--- src/rtl/vram_scroll_ctrl.sv ---
`default_nettype none
// vram_scroll_ctrl -- clear / scroll-up / fill-row engine sharing one VRAM port with a CPU.
// Optional macro VRAM_CPU_PRIORITY_EN: CPU wins every contested cycle. Rev 1.0
module vram_scroll_ctrl #(
    parameter int WORDS_PER_ROW = 40,
    parameter int NUM_ROWS      = 30
) (
    input  logic        CLK,
    input  logic        RESET,
    input  logic        CMD_VALID,
    output logic        CMD_READY,
    input  logic [1:0]  CMD_OP,
    input  logic [4:0]  CMD_ROW,
    input  logic [15:0] CMD_FILL,
    output logic        BUSY,
    output logic        DONE,
    input  logic        CPU_READ,
    input  logic        CPU_WRITE,
    input  logic [10:0] CPU_ADDR,
    input  logic [3:0]  CPU_BYTE_EN,
    input  logic [31:0] CPU_WRITEDATA,
    output logic [31:0] CPU_READDATA,
    output logic        CPU_WAITREQUEST,
    output logic [10:0] RAM_ADDR,
    output logic [3:0]  RAM_BYTE_EN,
    output logic [31:0] RAM_WDATA,
    output logic        RAM_WREN,
    output logic        RAM_RDEN,
    input  logic [31:0] RAM_Q
);
    localparam logic [2:0] S_IDLE = 3'd0;
    localparam logic [2:0] S_RD   = 3'd1;
    localparam logic [2:0] S_WR   = 3'd2;
    localparam logic [2:0] S_FILL = 3'd3;
    localparam logic [2:0] S_FIN  = 3'd4;

    localparam int          DEPTH     = WORDS_PER_ROW * NUM_ROWS;
    localparam logic [10:0] ROW_WORDS = 11'(WORDS_PER_ROW);
    localparam logic [10:0] LAST_ADDR = 11'(DEPTH - 1);
    localparam logic [10:0] LAST_ROW  = 11'(DEPTH - WORDS_PER_ROW);

    logic [2:0]  state;
    logic [10:0] addr;
    logic [10:0] last_addr;
    logic [15:0] fill;
    logic [31:0] hold;
    logic [31:0] rd_data_q;
    logic        eng_rd_pend;
    logic        cpu_rd_pend;
    logic        cpu_req;
    logic        eng_req;
    logic        cpu_gnt;
    logic        eng_gnt;
    logic        cpu_first;
    logic [10:0] row_base;
    logic [31:0] copy_data;

    assign cpu_req = CPU_READ | CPU_WRITE;
    assign eng_req = (state == S_RD) || (state == S_WR) || (state == S_FILL);

`ifdef VRAM_CPU_PRIORITY_EN
    assign cpu_first = 1'b1;
`else
    // Loser of a contested cycle owns the next contested cycle.
    logic rr_cpu;
    assign cpu_first = rr_cpu;
    always_ff @(posedge CLK) begin
        if (RESET)
            rr_cpu <= 1'b1;
        else if (cpu_req && eng_req)
            rr_cpu <= ~cpu_gnt;
    end
`endif

    assign cpu_gnt         = cpu_req && (!eng_req || cpu_first);
    assign eng_gnt         = eng_req && !cpu_gnt;
    assign CPU_WAITREQUEST = cpu_req && !cpu_gnt;
    assign CMD_READY       = (state == S_IDLE);
    assign BUSY            = (state != S_IDLE);
    assign DONE            = (state == S_FIN);
    assign row_base        = 11'(CMD_ROW) * ROW_WORDS;

    // RAM_Q is bypassed in the cycle it arrives so read data and the copy
    // word are usable one cycle after the grant, then held in registers.
    assign copy_data    = eng_rd_pend ? RAM_Q : hold;
    assign CPU_READDATA = cpu_rd_pend ? RAM_Q : rd_data_q;

    always_ff @(posedge CLK) begin
        if (RESET) begin
            state       <= S_IDLE;
            addr        <= '0;
            last_addr   <= '0;
            fill        <= '0;
            hold        <= '0;
            rd_data_q   <= '0;
            eng_rd_pend <= 1'b0;
            cpu_rd_pend <= 1'b0;
        end else begin
            cpu_rd_pend <= cpu_gnt && !CPU_WRITE;
            eng_rd_pend <= eng_gnt && (state == S_RD);
            if (cpu_rd_pend)
                rd_data_q <= RAM_Q;
            if (eng_rd_pend)
                hold <= RAM_Q;
            case (state)
                S_IDLE: begin
                    if (CMD_VALID) begin
                        fill <= CMD_FILL;
                        case (CMD_OP)
                            2'b00: begin
                                state     <= S_FILL;
                                addr      <= '0;
                                last_addr <= LAST_ADDR;
                            end
                            2'b01: begin
                                state     <= S_RD;
                                addr      <= ROW_WORDS;
                                last_addr <= LAST_ADDR;
                            end
                            2'b10: begin
                                if (int'(CMD_ROW) >= NUM_ROWS) begin
                                    state <= S_FIN;
                                end else begin
                                    state     <= S_FILL;
                                    addr      <= row_base;
                                    last_addr <= row_base + ROW_WORDS - 11'd1;
                                end
                            end
                            default: state <= S_FIN;
                        endcase
                    end
                end
                S_RD: begin
                    if (eng_gnt)
                        state <= S_WR;
                end
                S_WR: begin
                    if (eng_gnt) begin
                        if (addr == LAST_ADDR) begin
                            state <= S_FILL;
                            addr  <= LAST_ROW;
                        end else begin
                            state <= S_RD;
                            addr  <= addr + 11'd1;
                        end
                    end
                end
                S_FILL: begin
                    if (eng_gnt) begin
                        if (addr == last_addr)
                            state <= S_FIN;
                        else
                            addr <= addr + 11'd1;
                    end
                end
                S_FIN:   state <= S_IDLE;
                default: state <= S_IDLE;
            endcase
        end
    end

    always_comb begin
        RAM_ADDR    = '0;
        RAM_BYTE_EN = '0;
        RAM_WDATA   = '0;
        RAM_WREN    = 1'b0;
        RAM_RDEN    = 1'b0;
        if (cpu_gnt) begin
            RAM_ADDR = CPU_ADDR;
            if (CPU_WRITE) begin
                RAM_WREN    = 1'b1;
                RAM_BYTE_EN = CPU_BYTE_EN;
                RAM_WDATA   = CPU_WRITEDATA;
            end else begin
                RAM_RDEN = 1'b1;
            end
        end else if (eng_gnt) begin
            case (state)
                S_RD: begin
                    RAM_RDEN = 1'b1;
                    RAM_ADDR = addr;
                end
                S_WR: begin
                    RAM_WREN    = 1'b1;
                    RAM_ADDR    = addr - ROW_WORDS;
                    RAM_BYTE_EN = 4'hF;
                    RAM_WDATA   = copy_data;
                end
                default: begin
                    RAM_WREN    = 1'b1;
                    RAM_ADDR    = addr;
                    RAM_BYTE_EN = 4'hF;
                    RAM_WDATA   = {fill, fill};
                end
            endcase
        end
    end
endmodule
`default_nettype wire

--- config.mk ---
export PLATFORM = sky130hd
export DESIGN_NAME = vram_scroll_ctrl
export DESIGN_NICKNAME = d
export VERILOG_FILES = /design/src/rtl/vram_scroll_ctrl.sv
export SDC_FILE = /design/constraint.sdc
export NUM_CORES = 1
export LEC_CHECK = 0
export BUFFER_PORTS_ARGS = -buffer_cell sky130_fd_sc_hd__buf_2
export CORE_UTILIZATION = 45
export DETAILED_ROUTE_END_ITERATION = 7
export PLACE_DENSITY = 0.73
export SYNTH_ARGS = -nofsm -noshare
export SYNTH_HDL_FRONTEND = slang
export SYNTH_SLANG_ARGS = --single-unit
export TNS_END_PERCENT = 100
--- constraint.sdc ---
create_clock -name CLK -period 2.8 [get_ports CLK]
set_input_delay 0.28 -clock CLK [delete_from_list [all_inputs] [get_ports CLK]]
set_output_delay 0.28 -clock CLK [all_outputs]
set_load 0.02 [all_outputs]
==> impl_metrics.toml <==
[placement]
portBuffers = 191
hpwl_microns = 12700
gp_congestion = 0.914

[yosys]
synth.distinct_cells = 57
synth-seq-area-share_pct = 37.2
syn_area_sq_um = 5700
synthFlopType = "dfxtp_1"
synth-seq-cells = 106
yosys_warnings = 0
synthCells = 676
avgSynthCellArea_sq_um = 8.44
syn_nets = 798
async_reset_ff_share_pct = 0
synth_edf_count = 0

[detailed_routing]
dr.pass1.iters = 5
route.detailed.drc = 0
drt-wirelength-per-cell_microns = 16.7
drt_iter0_markers = 381
vias_per_cell = 5.49
ant_nets = 0
wirelength_microns = 17000
vias = 5570

[power]
p_int_mw = 2.74
seq_power_share_pct = 39.8
sw_frac_of_total_pct = 35.5
power_switching_mw = 1.51
finalPower_mw = 4.25
p_per_area_nw_per_um2 = 600
ir_drop_v = 0.000331
p_clk_share_pct = 28.2
power_frac_comb_pct = 32.1
leakagePower_nw = 3.15

[final_layout]
num-fill-cells = 1169
final_common_cell = "buf_2"
diodes = 0
final_nets = 963
drive_gt1_share_pct = 31.2
area_growth_pct = 24.1
mostFrequentLayoutCells = "buf_2, dfxtp_1, nand2_1"

[clock_network]
htreeDepth = 3
cts_tree = "built"
clockRootBuffer = "clkbuf_16"
worst_skew_pair.late_latency_ns = 0.36
cts.sinks = 106
clk_pin_slew_worst_paths_ns = 0.07
post-cts-setup-buffers = 0
numCtsBuffers = 9
cts_buffer_depth = 2
cts_resized = 0
cts_hold_buf = 0

[sta]
finClkSkew_ns = 0.00822
finalHoldViolations = 0
setup_viol = 0
finalCriticalPeriod_ns = 2.61
clock.fmax_mhz = 383
tightest_slew_ns = 1.16
maxSlewHeadroom_pct = 22.7
period_share_pct = 93.1
drv_slew = 0
finalSetupTns_ns = 0
rsz0062_at_grt = "no"

[die]
fp-row-count = 40
die_height_microns = 115
initial_core_util_pct = 46.9
die_area_sq_um = 13100
die_width_microns = 115
ios = 192
core_area_sq_um = 12200

[status]
status = "complete, no violations"

[setup_path]
r2r-end = "addr[9]"
crit_arrival_ns = 2.33
cp-endpoint = "RAM_ADDR[10]"
startpoint = "state[2]"
critPathMaxFanout = 13
r2r_cells = 4
required_ns = 2.52
start_kind = "register"
critPathCaptureType = "primary output"
reg2reg_from = "addr[5]"
worstSetupPathType = "reg2out"
ff2ff_setup_slack_ns = 0.61

[global_route]
grt_pass1_wl_microns = 26100
grt_max_degree = 54
grt_antenna_before_repair = 0
globalRouteTotalUtil_pct = 25.8
grt_pass1_vias = 5087
gr-total-overflow = 0

[job]
maxCapViolations = 0

[min_path]
min_path_type = "in2reg"
-- logic make-up after synthesis --
logic type / after synthesis / synth area share (%)
compound gates: 160 / 18.8
xor+xnor: 22 / 3.38
fa+ha+maj: 15 / 3.42
buf+inv: 63 / 4.43
flops: 106 / 37.2
mux: 64 / 11.9
simple gates: 246 / 20.8
-- worst min path at each step --
stage                       startpoint  cells past startpoint  slack [ns]           to
after CTS                 CMD_FILL[11]                      3        0.15     fill[11]
after floorplan              CPU_WRITE                      1        0.36  cpu_rd_pend
final                      CMD_FILL[3]                      3        0.16      fill[3]
after detailed placement       fill[6]                      2        0.45      fill[6]
after global placement         fill[5]                      2        0.44      fill[5]
after global routing      CMD_FILL[11]                      3        0.15     fill[11]
-- stage by stage --
| step | setup slack, ns | instance area (sq um) | utilization [%] | std cells | hold WS (ns) |
|---|---|---|---|---|---|
| 6_report | 0.192 | 7080 | 58.2 | 1014 | 0.161 |
| 5_1_grt | 0.0873 | 7080 | 58.2 | 1014 | 0.152 |
| 4_1_cts | 0.169 | 7080 | 58.2 | 1014 | 0.152 |
| 3_5_place_dp | 0.529 | 6810 | 56.0 | 998 | 0.447 |
| 3_3_place_gp | 0.577 | 6810 | 56.0 | 998 | 0.443 |
| 2_1_floorplan | 0.578 | 5700 | - | 676 | 0.359 |
-- Yosys cell counts (all sizes together), types with 2 or more instances --
library cell / count / area [sq um]
a211oi: 2 / 15.0
a21o: 4 / 30.0
a21oi: 35 / 175
a22o: 38 / 333
a22oi: 2 / 15.0
a311oi: 5 / 43.8
a31oi: 3 / 18.8
and2: 36 / 225
and3: 5 / 31.3
and4: 3 / 26.3
buf: 13 / 65.1
clkbuf: 40 / 150
dfxtp: 106 / 2120
ha: 14 / 175
inv: 10 / 37.5
mux2: 32 / 360
mux2i: 32 / 320
nand2: 90 / 338
nand2b: 3 / 18.8
nand3: 16 / 80.1
nand4: 7 / 43.8
nor2: 55 / 206
nor2b: 4 / 25.0
nor3: 11 / 65.1
nor3b: 2 / 15.0
nor4: 2 / 12.5
o21ai: 46 / 230
o221a: 2 / 22.5
o22ai: 2 / 12.5
o311ai: 3 / 26.3
o31ai: 5 / 37.5
o32ai: 4 / 35.0
or3: 3 / 18.8
or3b: 2 / 20.0
or4: 2 / 15.0
xnor2: 17 / 149
xor2: 5 / 43.8
-- final cells by class --
cell class,count,area (sq um),share of cell area [%]
Multi-Input combinational cell,507,3330,47.1
Sequential cell,106,2120,30.0
Timing Repair Buffer,207,1100,15.6
Clock buffer,11,233,3.29
Tap cell,168,210,2.97
Clock inverter,5,38.8,0.548
Inverter,10,37.5,0.530
-- worst max-delay path, cell delays in order, from the launching register on --
cell,delay [ns]
dfxtp_1,0.43
or3b_4,0.45
or4b_4,0.51
nor3_2,0.13
xor2_1,0.16
a22o_1,0.13
buf_2,0.16
-- power groups by stage --
| stage | Clock (mW) | Sequential [mW] | Combinational [mW] |
|---|---|---|---|
| 3_5_place_dp | 0 | 1.72 | 1.35 |
| 2_1_floorplan | 0 | 1.68 | 0.948 |
| 5_1_grt | 1.27 | 1.70 | 1.48 |
| 4_1_cts | 1.21 | 1.69 | 1.36 |
| 6_report | 1.20 | 1.69 | 1.36 |
| 3_3_place_gp | 0 | 1.72 | 1.35 |
-- state kept, by name, summed over array words and instances (netlist names), 3 cells and up --
name and cells:
last_addr 9, addr 11, fill 16, hold 32, rd_data_q 32, state 3
-- routing by layer --
metal	global-route usage (%)	wire [microns]
met4	9.70	415
met2	44.3	8150
met3	4.76	1020
met1	32.1	7380
met5	0	0
No activity file was read; power rests on OpenSTA's default activity.
